**config.mk**
```make
export PLATFORM = sky130hd
export DESIGN_NAME = lix_en_fifo_flat
export DESIGN_NICKNAME = d
export VERILOG_FILES = /design/src/rtl/lix_en_fifo_if.sv /design/src/rtl/lix_en_fifo.sv /design/src/flat_wrapper.sv
export SDC_FILE = /design/constraint.sdc
export NUM_CORES = 1
export LEC_CHECK = 0
export CORE_UTILIZATION = 55
export CTS_BUF_LIST = sky130_fd_sc_hd__clkbuf_8
export CTS_CLUSTER_SIZE = 14
export DETAILED_ROUTE_END_ITERATION = 8
export GPL_TIMING_DRIVEN = 0
export HOLD_SLACK_MARGIN = 0.12
export PLACE_DENSITY_LB_ADDON = 0.25
export SYNTH_ARGS = -nofsm -noshare
export SYNTH_HDL_FRONTEND = slang
export SYNTH_SLANG_ARGS = --single-unit
export TNS_END_PERCENT = 1
```
**constraint.sdc**
```tcl
create_clock -name clk_i -period 3.55 [get_ports clk_i]
set_input_delay 0.71 -clock clk_i [delete_from_list [all_inputs] [get_ports clk_i]]
set_output_delay 0.71 -clock clk_i [all_outputs]
set_load 0.02 [all_outputs]
```
**src/rtl/lix_en_fifo_if.sv**
```systemverilog
// Handshake bundle between an enable-stalled upstream pipeline, the FIFO
// and its downstream consumer.
interface lix_en_fifo_if #(
  parameter int W = 32,
  parameter int D = 8
);
  logic                 i_vld;
  logic [W-1:0]         i_x;
  logic                 o_en;
  logic                 i_clr;
  logic                 o_vld;
  logic                 i_rdy;
  logic [W-1:0]         o_z;
  logic [$clog2(D):0]   o_lvl;
  logic                 o_afull;

  // FIFO side: takes upstream data and downstream ready, drives status and head
  modport slave (
    input  i_vld, i_x, i_clr, i_rdy,
    output o_en, o_vld, o_z, o_lvl, o_afull
  );

  // Environment side: the upstream pipeline plus the downstream consumer
  modport master (
    output i_vld, i_x, i_clr, i_rdy,
    input  o_en, o_vld, o_z, o_lvl, o_afull
  );
endinterface

```
**src/rtl/lix_en_fifo.sv**
```systemverilog
// First-word-fall-through FIFO that back-pressures an enable-stalled
// pipeline. o_en depends only on registered occupancy and the flush input,
// so an item frozen upstream is never written twice.
module lix_en_fifo #(
  parameter int W  = 32,
  parameter int D  = 8,
  parameter int AF = 6
) (
  input  logic           clk_i,
  input  logic           rst_ni,
  lix_en_fifo_if.slave   bus
);

  localparam int           AW    = $clog2(D);
  localparam logic [AW:0]  DEPTH = (AW+1)'(D);
  localparam logic [AW:0]  THR   = (AW+1)'(AF);

  logic [W-1:0]  mem [D];
  logic [AW-1:0] rd_ptr;
  logic [AW-1:0] wr_ptr;
  logic [AW:0]   cnt;
  logic          en;
  logic          vld;
  logic          wr;
  logic          rd;

  assign en  = (cnt < DEPTH) && !bus.i_clr;
  assign vld = (cnt != '0);
  // A flush cycle suppresses both sides; en already blocks the write.
  assign wr  = bus.i_vld && en;
  assign rd  = vld && bus.i_rdy && !bus.i_clr;

  assign bus.o_en    = en;
  assign bus.o_vld   = vld;
  assign bus.o_z     = mem[rd_ptr];
  assign bus.o_lvl   = cnt;
  assign bus.o_afull = (cnt >= THR);

  // Storage array: written on accepted items only, never reset
  always_ff @(posedge clk_i) begin
    if (wr) begin
      mem[wr_ptr] <= bus.i_x;
    end
  end

  // Pointers and occupancy: flush clears, otherwise track reads and writes
  always_ff @(posedge clk_i or negedge rst_ni) begin
    if (!rst_ni) begin
      rd_ptr <= '0;
      wr_ptr <= '0;
      cnt    <= '0;
    end else if (bus.i_clr) begin
      rd_ptr <= '0;
      wr_ptr <= '0;
      cnt    <= '0;
    end else begin
      if (wr) begin
        wr_ptr <= wr_ptr + AW'(1);
      end
      if (rd) begin
        rd_ptr <= rd_ptr + AW'(1);
      end
      if (wr && !rd) begin
        cnt <= cnt + (AW+1)'(1);
      end else if (rd && !wr) begin
        cnt <= cnt - (AW+1)'(1);
      end
    end
  end

endmodule
```
**src/flat_wrapper.sv**
```systemverilog
// flat-port wrapper written by rule: the top's interface ports become plain ports
module lix_en_fifo_flat 
#(
  parameter int W  = 32,
  parameter int D  = 8,
  parameter int AF = 6
)
  (clk_i, rst_ni, bus_i_vld, bus_i_x, bus_i_clr, bus_i_rdy, bus_o_en, bus_o_vld, bus_o_z, bus_o_lvl, bus_o_afull);
  lix_en_fifo_if #(.W(W), .D(D)) bus_i ();
  input  logic clk_i;
  input  logic rst_ni;
  input wire logic [$bits(bus_i.i_vld)-1:0] bus_i_vld;
  input wire logic [$bits(bus_i.i_x)-1:0] bus_i_x;
  input wire logic [$bits(bus_i.i_clr)-1:0] bus_i_clr;
  input wire logic [$bits(bus_i.i_rdy)-1:0] bus_i_rdy;
  output wire logic [$bits(bus_i.o_en)-1:0] bus_o_en;
  output wire logic [$bits(bus_i.o_vld)-1:0] bus_o_vld;
  output wire logic [$bits(bus_i.o_z)-1:0] bus_o_z;
  output wire logic [$bits(bus_i.o_lvl)-1:0] bus_o_lvl;
  output wire logic [$bits(bus_i.o_afull)-1:0] bus_o_afull;
  assign bus_i.i_vld = bus_i_vld;
  assign bus_i.i_x = bus_i_x;
  assign bus_i.i_clr = bus_i_clr;
  assign bus_i.i_rdy = bus_i_rdy;
  assign bus_o_en = bus_i.o_en;
  assign bus_o_vld = bus_i.o_vld;
  assign bus_o_z = bus_i.o_z;
  assign bus_o_lvl = bus_i.o_lvl;
  assign bus_o_afull = bus_i.o_afull;
  lix_en_fifo #(.W(W), .D(D), .AF(AF)) u_core (.clk_i(clk_i), .rst_ni(rst_ni), .bus(bus_i));
endmodule
```
==> impl_results.md <==
- CTS Buf Count: 42
- Worst Skew: 21.7 ps
- #FFs+latches synth: 266
- Final setup viols: 0
- Vias: 4840
- Final Cell Area: 12600 µm²
- Critical path required time: 2840 ps
- Commonest cells after routing, fill and taps aside: 256 x edfxtp_1, 75 x clkdlybuf4s50_1, 47 x clkbuf_8
- FMAX: 0.291 GHz
- Hold_buf cts: 0
- Peak supply drop: 0.000468 V
- TritonCTS Sinks: 266
- Root Driver: clkbuf_8
- Die X: 140 µm
- DP Worst Slack: 243 ps
- Area after DPL: 11700 µm²
- Routed vias/inst: 5.77
- Tmin final: 3430 ps
- Period utilization: 96.7%
- H-Tree Depth: 2
- Max_slew headroom: 37.0%
- Setup repair after global routing missed its margin: false
- Synth cell types: 32
- Arr. time, crit path: 2720 ps
- Seq/Total Area, Yosys: 76.2%
- Deepest clock path buffer count: 3
- Reg-to-Reg End: u_core.mem[0][17]
- Tot Pwr: 0.00852 W
- Hpwl dp: 12200 µm
- Critical Path Fanout Max: 10
- Wirelength per Cell: 23.6 µm
- Nets: 619
- CTS clk-pin slew, worst paths: 60 ps
- Most common cell after layout, fill and taps aside: edfxtp_1
- ANT nets after route: 0
- Mean area per synthesized cell: 23.3 µm²
- Fraction of layout cells with a size suffix above 1: 27.5%
- Die H: 140 µm
- IO Count: 76
- Final WL: 19800 µm
- Initial antenna violation count: 0
- Slew @ Worst Pin: 940 ps
- FF-to-FF Start: u_core.bus.o_lvl[3]
- Clk_lat worst skew: 540 ps
- Fin Hold WS: 512 ps
- Initial Util: 57.0%
- GP Congestion: 0.750
- Hold Path Class: input pin to asynchronous set/reset pin
- Global route overflow: 0
- Largest net degree at the start of global routing: 26
- Cell count of the worst reg-to-reg path: 6
- Vias in the first global route: 5233
- DRT Pass-1 Iters: 4
- FP Rows: 49
- Total core area: 18300 µm²
- Worst setup EP type: output pin
- Setup slack after layout: 116 ps
- Cell count after synthesis: 447
- Gates resized, CTS repair: 7
- Syn-to-layout area delta: 20.8%
- Iter 0 DRT Violations: 331
- FF-to-FF setup slack: 910 ps
- Total global-route track usage: 21.6%
- Crit path launch type: register
- Status: complete, no violations
- Critical path class: register to output pin
- Port bufs: 75
- Cell Area, Synth: 10400 µm²
- Static leakage: 4.16 nW
- Residual DRC: 0
- Postcts setup bufs: 0
- Endpoints failing hold: 0
- First-pass GRT wire length: 30400 µm
- CTS tree: built
- Synth Net Count: 489
- Die ar.: 19500 µm²
- Pins Over Slew Limit: 0
- Yosys warning count: 0
- Pwr Density: 677 nW/µm²
- Antenna diode count: 0
- MaxCap Viol Count: 0
- Post-layout util: 68.8%
-- metrics by stage --
stage	instances	TNS, ps
after floorplan	447	-4810
after global placement	751	-365920
after detailed placement	762	0
after CTS	839	0
after global routing	839	0
final	839	0
-- registers in the layout, summed over array words and instances (netlist names) --
| name | cells |
|---|---|
| u_core.mem | 256 |
| u_core.bus.o_lvl | 4 |
| u_core.rd_ptr | 3 |
| u_core.wr_ptr | 3 |
-- where the power goes --
part / switching [W] / leakage [nW] / internal (W)
clock: 0.00112 / 0.497 / 0.00143
combinational: 0.00108 / 1.22 / 0.00123
sequential: 0.0000798 / 2.44 / 0.00358
total: 0.00227 / 4.16 / 0.00624
-- layer usage --
metal  vias to the layer above  wire (µm)  GRT usage (%)
met4                         0        400           7.98
met2                       189      10300           36.8
met3                        33       1390           4.09
met1                      2458       7760           28.1
met5                         -          0              0
li1                       2160          -              -
-- worst max-delay path, stage by stage (launching register included) --
cell and delay (ps):
dfrtp_1 390, buf_6 210, buf_8 190, mux4_1 570, mux2_2 300, clkdlybuf4s50_1 540
-- synthesized netlist by cell type --
cell type	n	area (µm²)
or4_1	1	7.51
mux2_1	4	45.0
mux4_1	22	578
clkbuf_1	6	22.5
xor2_1	3	26.3
nor2b_1	2	12.5
mux2i_1	1	10.0
buf_6	2	22.5
edfxtp_1	256	7690
buf_2	4	20.0
inv_1	3	11.3
fa_1	1	20.0
or3_1	1	6.26
dfrtp_1	10	250
mux2_2	32	360
nor2_1	18	67.6
a21o_1	2	15.0
nand2b_1	3	18.8
mux4_2	42	946
or2_0	1	6.26
nor3_1	4	20.0
and3_1	1	6.26
o22ai_2	1	12.5
o41ai_4	1	27.5
a21oi_1	4	20.0
xnor2_1	2	17.5
buf_12	3	60.1
buf_8	1	15.0
a22oi_1	1	7.51
buf_1	4	15.0
nand2_1	7	26.3
ha_1	4	50.1
-- cells by family after synthesis --
group                    count (synthesis)  synth area share [%]
AO/OA/AOI/OAI                            9                 0.793
XOR/XNOR                                 5                 0.421
adder cells (fa/ha/maj)                  5                 0.673
buffers and inverters                   23                  1.60
flip-flops                             266                  76.2
multiplexers                           101                  18.6
AND/OR/NAND/NOR                         38                  1.65
-- cell type report --
class	count	area, µm²
sequential	266	7940
inverter	3	11.3
timing repair buffer	86	962
tap	229	287
multi-input combinational	158	2370
buffer	20	164
clock buffer	47	647
clock inverter	30	199
fill	1150	5690
-- how the worst max path moves through the flow --
stage | endpoint | from | slack [ps] | depth (start not counted)
2_1_floorplan | u_core.mem[1][0] | u_core.bus.o_lvl[3] | -150 | 5
3_3_place_gp | u_core.mem[1][3] | bus_i_vld | -2670 | 5
3_5_place_dp | u_core.mem[0][26] | bus_i_vld | 240 | 6
4_1_cts | bus_o_z[28] | u_core.rd_ptr[0] | 70 | 5
5_1_grt | bus_o_z[28] | u_core.rd_ptr[0] | 20 | 5
6_report | bus_o_z[7] | u_core.rd_ptr[0] | 120 | 5
Note: power is estimated with default switching activity, not from simulation.
